**src/rtl/mips_run_ctrl_pkg.sv**
```systemverilog
// Shared types and constants for the MIPS run/step/halt sequencer.
// Command, state and halt-reason encodings match the debug host protocol.
package mips_run_ctrl_pkg;

    localparam int         DATA_WIDTH  = 32;
    localparam logic [5:0] OPCODE_HALT = 6'b111111;

    typedef enum logic [1:0] {
        CMD_RUN   = 2'd0,
        CMD_STEP  = 2'd1,
        CMD_HALT  = 2'd2,
        CMD_CLEAR = 2'd3
    } cmd_op_e;

    typedef enum logic [1:0] {
        RC_IDLE  = 2'd0,
        RC_RUN   = 2'd1,
        RC_STEP  = 2'd2,
        RC_DRAIN = 2'd3
    } rc_state_e;

    typedef enum logic [1:0] {
        HR_NONE    = 2'd0,
        HR_CMD     = 2'd1,
        HR_HALT_OP = 2'd2,
        HR_STEP    = 2'd3
    } halt_reason_e;

    function automatic logic is_halt_op(input logic [5:0] opcode);
        return opcode == OPCODE_HALT;
    endfunction

endpackage

```
**src/rtl/mips_run_ctrl_if.sv**
```systemverilog
// Debug-host command handshake: a command transfers on the clock edge
// where cmd_valid and cmd_ready are both high.
interface mips_run_ctrl_if;
    import mips_run_ctrl_pkg::*;

    logic    cmd_valid;
    cmd_op_e cmd_op;
    logic    cmd_ready;

    modport master (output cmd_valid, output cmd_op, input  cmd_ready);
    modport slave  (input  cmd_valid, input  cmd_op, output cmd_ready);

endinterface

```
**src/rtl/mips_perf_counter.sv**
```systemverilog
// Wrapping performance counter with synchronous clear and count enable.
// Clear takes priority over an increment in the same cycle.
module mips_perf_counter #(
    parameter int CNT_W = 32
) (
    input  logic             clk,
    input  logic             reset,
    input  logic             i_clear,
    input  logic             i_en,
    output logic [CNT_W-1:0] o_count
);

    logic [CNT_W-1:0] r_count;

    always_ff @(posedge clk) begin
        if (reset) begin
            r_count <= '0;
        end else if (i_clear) begin
            r_count <= '0;
        end else if (i_en) begin
            r_count <= r_count + CNT_W'(1);
        end
    end

    assign o_count = r_count;

endmodule

```
**src/rtl/mips_run_ctrl.sv**
```systemverilog
// Run/step/halt sequencer for the 5-stage MIPS pipeline: drives pipe_en,
// pc_hold and fetch_nop, drains the pipe before reporting halted.
module mips_run_ctrl
    import mips_run_ctrl_pkg::*;
#(
    parameter int PIPE_DEPTH = 5,
    parameter int CNT_W      = 32
) (
    input  logic                  clk,
    input  logic                  reset,
    mips_run_ctrl_if.slave        cmd,
    input  logic [DATA_WIDTH-1:0] i_if_instr,
    input  logic                  i_wb_valid,
    output logic                  o_pipe_en,
    output logic                  o_pc_hold,
    output logic                  o_fetch_nop,
    output logic                  o_halted,
    output halt_reason_e          o_halt_reason,
    output logic [CNT_W-1:0]      o_cycle_count,
    output logic [CNT_W-1:0]      o_instr_count
);

    localparam int                DRAIN_W    = (PIPE_DEPTH > 2) ? $clog2(PIPE_DEPTH) : 1;
    localparam logic [DRAIN_W-1:0] DRAIN_LOAD = DRAIN_W'(PIPE_DEPTH - 1);

    rc_state_e          r_state;
    rc_state_e          w_state_next;
    logic [DRAIN_W-1:0] r_drain_cnt;
    logic [DRAIN_W-1:0] w_drain_next;
    logic               r_halted;
    logic               w_halted_next;
    halt_reason_e       r_halt_reason;
    halt_reason_e       w_reason_next;

    logic w_cmd_ready;
    logic w_accept;
    logic w_halt_op;
    logic w_clear;
    logic w_pipe_en;
    logic w_pc_hold;
    logic w_fetch_nop;

    // Only the opcode field matters here; the rest of the word is ignored.
    logic w_unused_instr_bits;
    assign w_unused_instr_bits = ^i_if_instr[25:0];

    assign w_halt_op   = is_halt_op(i_if_instr[31:26]);
    assign w_cmd_ready = (r_state == RC_IDLE) || (r_state == RC_RUN);
    assign w_accept    = cmd.cmd_valid && w_cmd_ready;
    assign w_clear     = w_accept && (cmd.cmd_op == CMD_CLEAR);

    always_ff @(posedge clk) begin
        if (reset) begin
            r_state       <= RC_IDLE;
            r_drain_cnt   <= '0;
            r_halted      <= 1'b0;
            r_halt_reason <= HR_NONE;
        end else begin
            r_state       <= w_state_next;
            r_drain_cnt   <= w_drain_next;
            r_halted      <= w_halted_next;
            r_halt_reason <= w_reason_next;
        end
    end

    always_comb begin
        w_state_next  = r_state;
        w_drain_next  = r_drain_cnt;
        w_halted_next = r_halted;
        w_reason_next = r_halt_reason;
        w_pipe_en     = 1'b0;
        w_pc_hold     = 1'b1;
        w_fetch_nop   = 1'b0;

        case (r_state)
            RC_IDLE: begin
                if (w_accept && (cmd.cmd_op == CMD_RUN)) begin
                    w_state_next  = RC_RUN;
                    w_halted_next = 1'b0;
                    w_reason_next = HR_NONE;
                end else if (w_accept && (cmd.cmd_op == CMD_STEP)) begin
                    w_state_next  = RC_STEP;
                    w_halted_next = 1'b0;
                    w_reason_next = HR_NONE;
                end
            end

            RC_RUN: begin
                // A HALT opcode never enters ID as a real instruction.
                w_pipe_en   = 1'b1;
                w_pc_hold   = w_halt_op;
                w_fetch_nop = w_halt_op;
                if (w_halt_op) begin
                    w_state_next  = RC_DRAIN;
                    w_drain_next  = DRAIN_LOAD;
                    w_reason_next = HR_HALT_OP;
                end else if (w_accept && (cmd.cmd_op == CMD_HALT)) begin
                    w_state_next  = RC_DRAIN;
                    w_drain_next  = DRAIN_LOAD;
                    w_reason_next = HR_CMD;
                end
            end

            RC_STEP: begin
                w_pipe_en     = 1'b1;
                w_pc_hold     = w_halt_op;
                w_fetch_nop   = w_halt_op;
                w_state_next  = RC_DRAIN;
                w_drain_next  = DRAIN_LOAD;
                w_reason_next = w_halt_op ? HR_HALT_OP : HR_STEP;
            end

            RC_DRAIN: begin
                w_pipe_en   = 1'b1;
                w_fetch_nop = 1'b1;
                if (r_drain_cnt <= DRAIN_W'(1)) begin
                    w_state_next  = RC_IDLE;
                    w_drain_next  = '0;
                    w_halted_next = 1'b1;
                end else begin
                    w_drain_next = r_drain_cnt - DRAIN_W'(1);
                end
            end

            default: begin
                w_state_next = RC_IDLE;
            end
        endcase
    end

    // Index 0 counts enabled cycles, index 1 counts retired instructions.
    logic [1:0]       w_cnt_en;
    logic [CNT_W-1:0] w_count [2];

    assign w_cnt_en[0] = w_pipe_en;
    assign w_cnt_en[1] = w_pipe_en && i_wb_valid;

    generate
        for (genvar gi = 0; gi < 2; gi++) begin : g_cnt
            mips_perf_counter #(
                .CNT_W (CNT_W)
            ) u_cnt (
                .clk     (clk),
                .reset   (reset),
                .i_clear (w_clear),
                .i_en    (w_cnt_en[gi]),
                .o_count (w_count[gi])
            );
        end
    endgenerate

    assign cmd.cmd_ready  = w_cmd_ready;
    assign o_pipe_en      = w_pipe_en;
    assign o_pc_hold      = w_pc_hold;
    assign o_fetch_nop    = w_fetch_nop;
    assign o_halted       = r_halted;
    assign o_halt_reason  = r_halt_reason;
    assign o_cycle_count  = w_count[0];
    assign o_instr_count  = w_count[1];

endmodule

```
**src/flat_wrapper.sv**
```systemverilog
// flat-port wrapper written by rule: the top's interface ports become plain ports
module mips_run_ctrl_flat import mips_run_ctrl_pkg::*;
#(
    parameter int PIPE_DEPTH = 5,
    parameter int CNT_W      = 32
)
  (clk, reset, i_if_instr, i_wb_valid, o_pipe_en, o_pc_hold, o_fetch_nop, o_halted, o_halt_reason, o_cycle_count, o_instr_count, cmd_cmd_valid, cmd_cmd_op, cmd_cmd_ready);
  mips_run_ctrl_if cmd_i ();
  input  logic clk;
  input  logic reset;
  input  logic [DATA_WIDTH-1:0] i_if_instr;
  input  logic i_wb_valid;
  output logic o_pipe_en;
  output logic o_pc_hold;
  output logic o_fetch_nop;
  output logic o_halted;
  output halt_reason_e o_halt_reason;
  output logic [CNT_W-1:0] o_cycle_count;
  output logic [CNT_W-1:0] o_instr_count;
  input wire logic [$bits(cmd_i.cmd_valid)-1:0] cmd_cmd_valid;
  input wire logic [$bits(cmd_i.cmd_op)-1:0] cmd_cmd_op;
  output wire logic [$bits(cmd_i.cmd_ready)-1:0] cmd_cmd_ready;
  assign cmd_i.cmd_valid = cmd_cmd_valid;
  assign cmd_i.cmd_op = cmd_cmd_op;
  assign cmd_cmd_ready = cmd_i.cmd_ready;
  mips_run_ctrl #(.PIPE_DEPTH(PIPE_DEPTH), .CNT_W(CNT_W)) u_core (.clk(clk), .reset(reset), .cmd(cmd_i), .i_if_instr(i_if_instr), .i_wb_valid(i_wb_valid), .o_pipe_en(o_pipe_en), .o_pc_hold(o_pc_hold), .o_fetch_nop(o_fetch_nop), .o_halted(o_halted), .o_halt_reason(o_halt_reason), .o_cycle_count(o_cycle_count), .o_instr_count(o_instr_count));
endmodule
```
**config.mk**
```make
export PLATFORM = sky130hd
export DESIGN_NAME = mips_run_ctrl_flat
export DESIGN_NICKNAME = d
export VERILOG_FILES = /design/src/rtl/mips_run_ctrl_pkg.sv /design/src/rtl/mips_run_ctrl_if.sv /design/src/rtl/mips_perf_counter.sv /design/src/rtl/mips_run_ctrl.sv /design/src/flat_wrapper.sv
export SDC_FILE = /design/constraint.sdc
export NUM_CORES = 1
export LEC_CHECK = 0
export CORE_ASPECT_RATIO = 1.1
export CORE_MARGIN = 4
export CORE_UTILIZATION = 52
export CTS_CLUSTER_DIAMETER = 150
export DETAILED_ROUTE_END_ITERATION = 10
export PLACE_DENSITY = 0.87
export SYNTH_ARGS = -nofsm -noshare
export SYNTH_HDL_FRONTEND = slang
export SYNTH_SLANG_ARGS = --single-unit
export TNS_END_PERCENT = 50
```
**constraint.sdc**
```tcl
create_clock -name clk -period 4.1 [get_ports clk]
set_clock_uncertainty 0.1 [all_clocks]
set_input_delay 1.23 -clock clk [delete_from_list [all_inputs] [get_ports clk]]
set_output_delay 1.23 -clock clk [all_outputs]
set_load 0.02 [all_outputs]
```
==> qor.csv, run 1 <==
stage,metric,value,unit
critical_path,critPathKind,in -> out,
cells_and_area,register_area,1440,um2
pwr,p_per_area,346,nW/um2
die,initial_core_util,53.6,%
min_path,min_path_cells,2,
sta,tightest_slew,640,ps
placed_design,place_area,4630,um2
pwr,fin_total_pwr,1.67,mW
cts,h-tree-depth,3,
route,via_count,3705,
cts,ctsHoldBuffers,0,
cells_and_area,area_delta_synth_final,28.3,%
pwr,power_frac_seq,44.9,%
pwr,worst_ir_drop_vdd,0.000327,V
yosys,syn_avg_cell_area,8.38,um2
min_path,holdCritPathClass,reg -> reg,
job,cap_violations,0,
sta,max_freq,0.261,GHz
cells_and_area,final_cell_mix,"80 x clkdlybuf4s50_1, 72 x dfxtp_1, 39 x a21oi_1",
pwr,clkPwrFrac,32.3,%
cells_and_area,n_fill_cell,573,
yosys,synth.area.top_cells,"dfxtp_1 38%, or4_1 5.6%, a21oi_1 5.2%, o31ai_1 4.0%, or3_1 3.8%",
route,wl,9380,um
grt,grt_pass1_vias,3532,
cts,numCtsBuffers,9,
yosys,synth_top_cell_area_share,38.4,%
cells_and_area,finalNetCount,571,
yosys,synth.ff_latch_count,72,
critical_path,critPathCaptureType,output port,
critical_path,start_kind,input port,
critical_path,max_stage_delay,420,ps
placed_design,io_buffer_count,82,
sta,slew_violations,0,
route,ant_nets,0,
yosys,synthArstFlopShare,0,%
yosys,synth_edf_count,0,
critical_path,r2r_cells,6,
sta,rsz0062_at_grt,no,
critical_path,path_max_fanout,2,
sta,finalHoldViolCount,0,
yosys,dominantRegCellSynth,dfxtp_1,
critical_path,critical_path.slowest_cell,clkdlybuf4s50_1,
sta,fin_crit_sh,93.5,%
route,drtIter0Drc,184,
critical_path,path_cells,clkdlybuf4s50_1 > and4_1 > a31oi_1 > nor2_1 > dlygate4sd2_1,
cts,clk_path_buf_depth,2,
yosys,ys_seq_area_share,38.4,%
cts,clkTransAtPathRegs,80,ps
pwr,p_sw_share,31.5,%
cts,clk_root_buffer_cell,clkbuf_8,
cells_and_area,multi_input_area,2170,um2
yosys,syn_area,3760,um2
grt,grt_start_max_net_pins,35,
grt,grt_antenna_before_repair,0,
route,via_per_inst,6.03,
die,core_area,7010,um2
cells_and_area,final_cell_area,4820,um2
die,dieArea,8650,um2
yosys,yosysUniqueCellTypes,46,
pwr,leakage,1.52,nW
pwr,p_int,1.14,mW
critical_path,arrival,2500,ps
route,drc,0,
cts,cts_tree,built,
sta,setup-violations-final,0,
status,outcome,"finished, final reports clean",
yosys,syn_inst,448,
cells_and_area,fin_util,68.8,%
placed_design,hpwl,6740,um
die,placementRows,32,
die,fp.dieH,97.1,um
critical_path,required,2770,ps
route,avgRoutedWirePerCell,15.3,um
placed_design,place_inst,598,
critical_path,ff2ff_setup_slack,1170,ps
cells_and_area,final_common_cell,clkdlybuf4s50_1,
yosys,synth_warnings,0,
sta,relSlewSlack,57.2,%
grt,grt_overflow,0,
die,ioPinCount,109,
cells_and_area,antennaDiodeCount,0,
yosys,synth_area_leader_cell,dfxtp_1,
yosys,syn_nets,495,
route,drt-pass1-iter-count,4,
cts,clk_latency,350,ps
die,die_w,89.0,um
grt,grt.total_usage,22.7,%
pwr,p_sw,526,uW
placed_design,finalWeightedCongestion,0.875,
cells_and_area,drive_above_1_share,5.10,%
sta,hold_ws,363,ps
pwr,power_frac_comb,22.8,%
sta,period_minus_slack,3830,ps
cells_and_area,instances_no_fill,614,
grt,grt_pass1_wl,16100,um
cts,clock-sinks,72,
-- power by group through the flow --
stage          clock network (mW)  registers, mW  logic (mW)
2_1_floorplan                   0          0.774       0.234
3_3_place_gp                    0          0.763       0.372
3_5_place_dp                    0          0.765       0.381
4_1_cts                     0.549          0.749       0.383
5_1_grt                     0.585          0.753       0.414
6_report                    0.539          0.749       0.380
-- state kept, by name, summed over array words and instances (netlist names) --
register                    flops
u_core.g_cnt.u_cnt.o_count     64
u_core.o_halt_reason            2
u_core.o_halted                 1
u_core.r_drain_cnt              3
u_core.r_state                  2
-- critical path, delay by kind of cell --
| family | cells | cell delay (ps) |
|---|---|---|
| compound gates | 1 | 220 |
| buf+inv | 2 | 770 |
| simple gates | 2 | 280 |
-- through the flow --
step	setup WS (ps)	TNS [ps]
after floorplan	908	0
after global placement	-0.497	-0.497
after detailed placement	-10.5	-10.5
after CTS	66.5	0
after global routing	195	0
final	265	0
-- area by class of cell --
class / instances / area share, %
tap: 85 / 2.21
sequential: 72 / 29.9
inverter: 15 / 1.17
multi-input combinational: 341 / 45.0
clock buffer: 11 / 3.14
clock inverter: 5 / 0.805
timing repair buffer: 85 / 17.8
-- what timing repair did --
action / in CTS / in global routing
setup buffers: 0 / 0
resized for setup: 1 / 1
setup endpoints to repair: 1 / 1
gates cloned: 0 / 0
-- kinds of logic (layout without fill, tap and decap cells) --
logic type                 count (synthesis)  after routing  synth area share, %
muxes                                     11             11                 2.93
DFF                                       72             72                 38.4
adders and majority gates                  9              9                 3.00
AOI/OAI and AO/OA                         92             92                 14.8
buffers and inverters                     35            116                 3.93
and+or+nand+nor                          207            207                 31.8
xor gates and xnor gates                  22             22                 5.13
-- layer usage --
layer	global-route usage (%)	part of all wire [%]	vias to the layer above
li1	-	-	1836
met1	28.2	42	1773
met2	38.2	51	84
met3	5.26	5.1	12
met4	7.56	1.9	0
met5	0	0	-
-- Yosys cell counts, types with 3 or more instances --
library cell	n
and4_1	7
o31ai_1	20
nand4_1	18
buf_1	3
inv_1	15
ha_1	9
o21ai_0	19
nand2b_1	3
nor2b_1	3
a21oi_1	39
or3_1	23
nand2_1	36
nor4_1	7
or4_4	3
mux2i_1	11
dfxtp_1	72
and3_1	3
nor3_1	8
or4_1	28
nor2_1	28
clkbuf_1	14
nand4b_1	3
nand3_1	23
xor2_1	8
and2_1	4
xnor2_1	14
-- path summary, 6_finish.rpt --
path,startpoint,end
setup / recovery,i_if_instr[29],o_fetch_nop
hold reg to reg,u_core.o_halt_reason[0]$_SDFFE_PP0P_,u_core.o_halt_reason[0]$_SDFFE_PP0P_
setup reg to reg,u_core.r_state[0]$_SDFFE_PP0P_,u_core.g_cnt[1].u_cnt.o_count[22]$_SDFFE_PP0P_
hold / removal,u_core.o_halt_reason[0]$_SDFFE_PP0P_,u_core.o_halt_reason[0]$_SDFFE_PP0P_
Power figures use the tool's default switching activity.
==> run 2: changes to the inputs <==
- CAP_MARGIN: unset -> 20
==> results of run 2 <==
The final DEF is identical to that of run 1; final timing and power are the same.
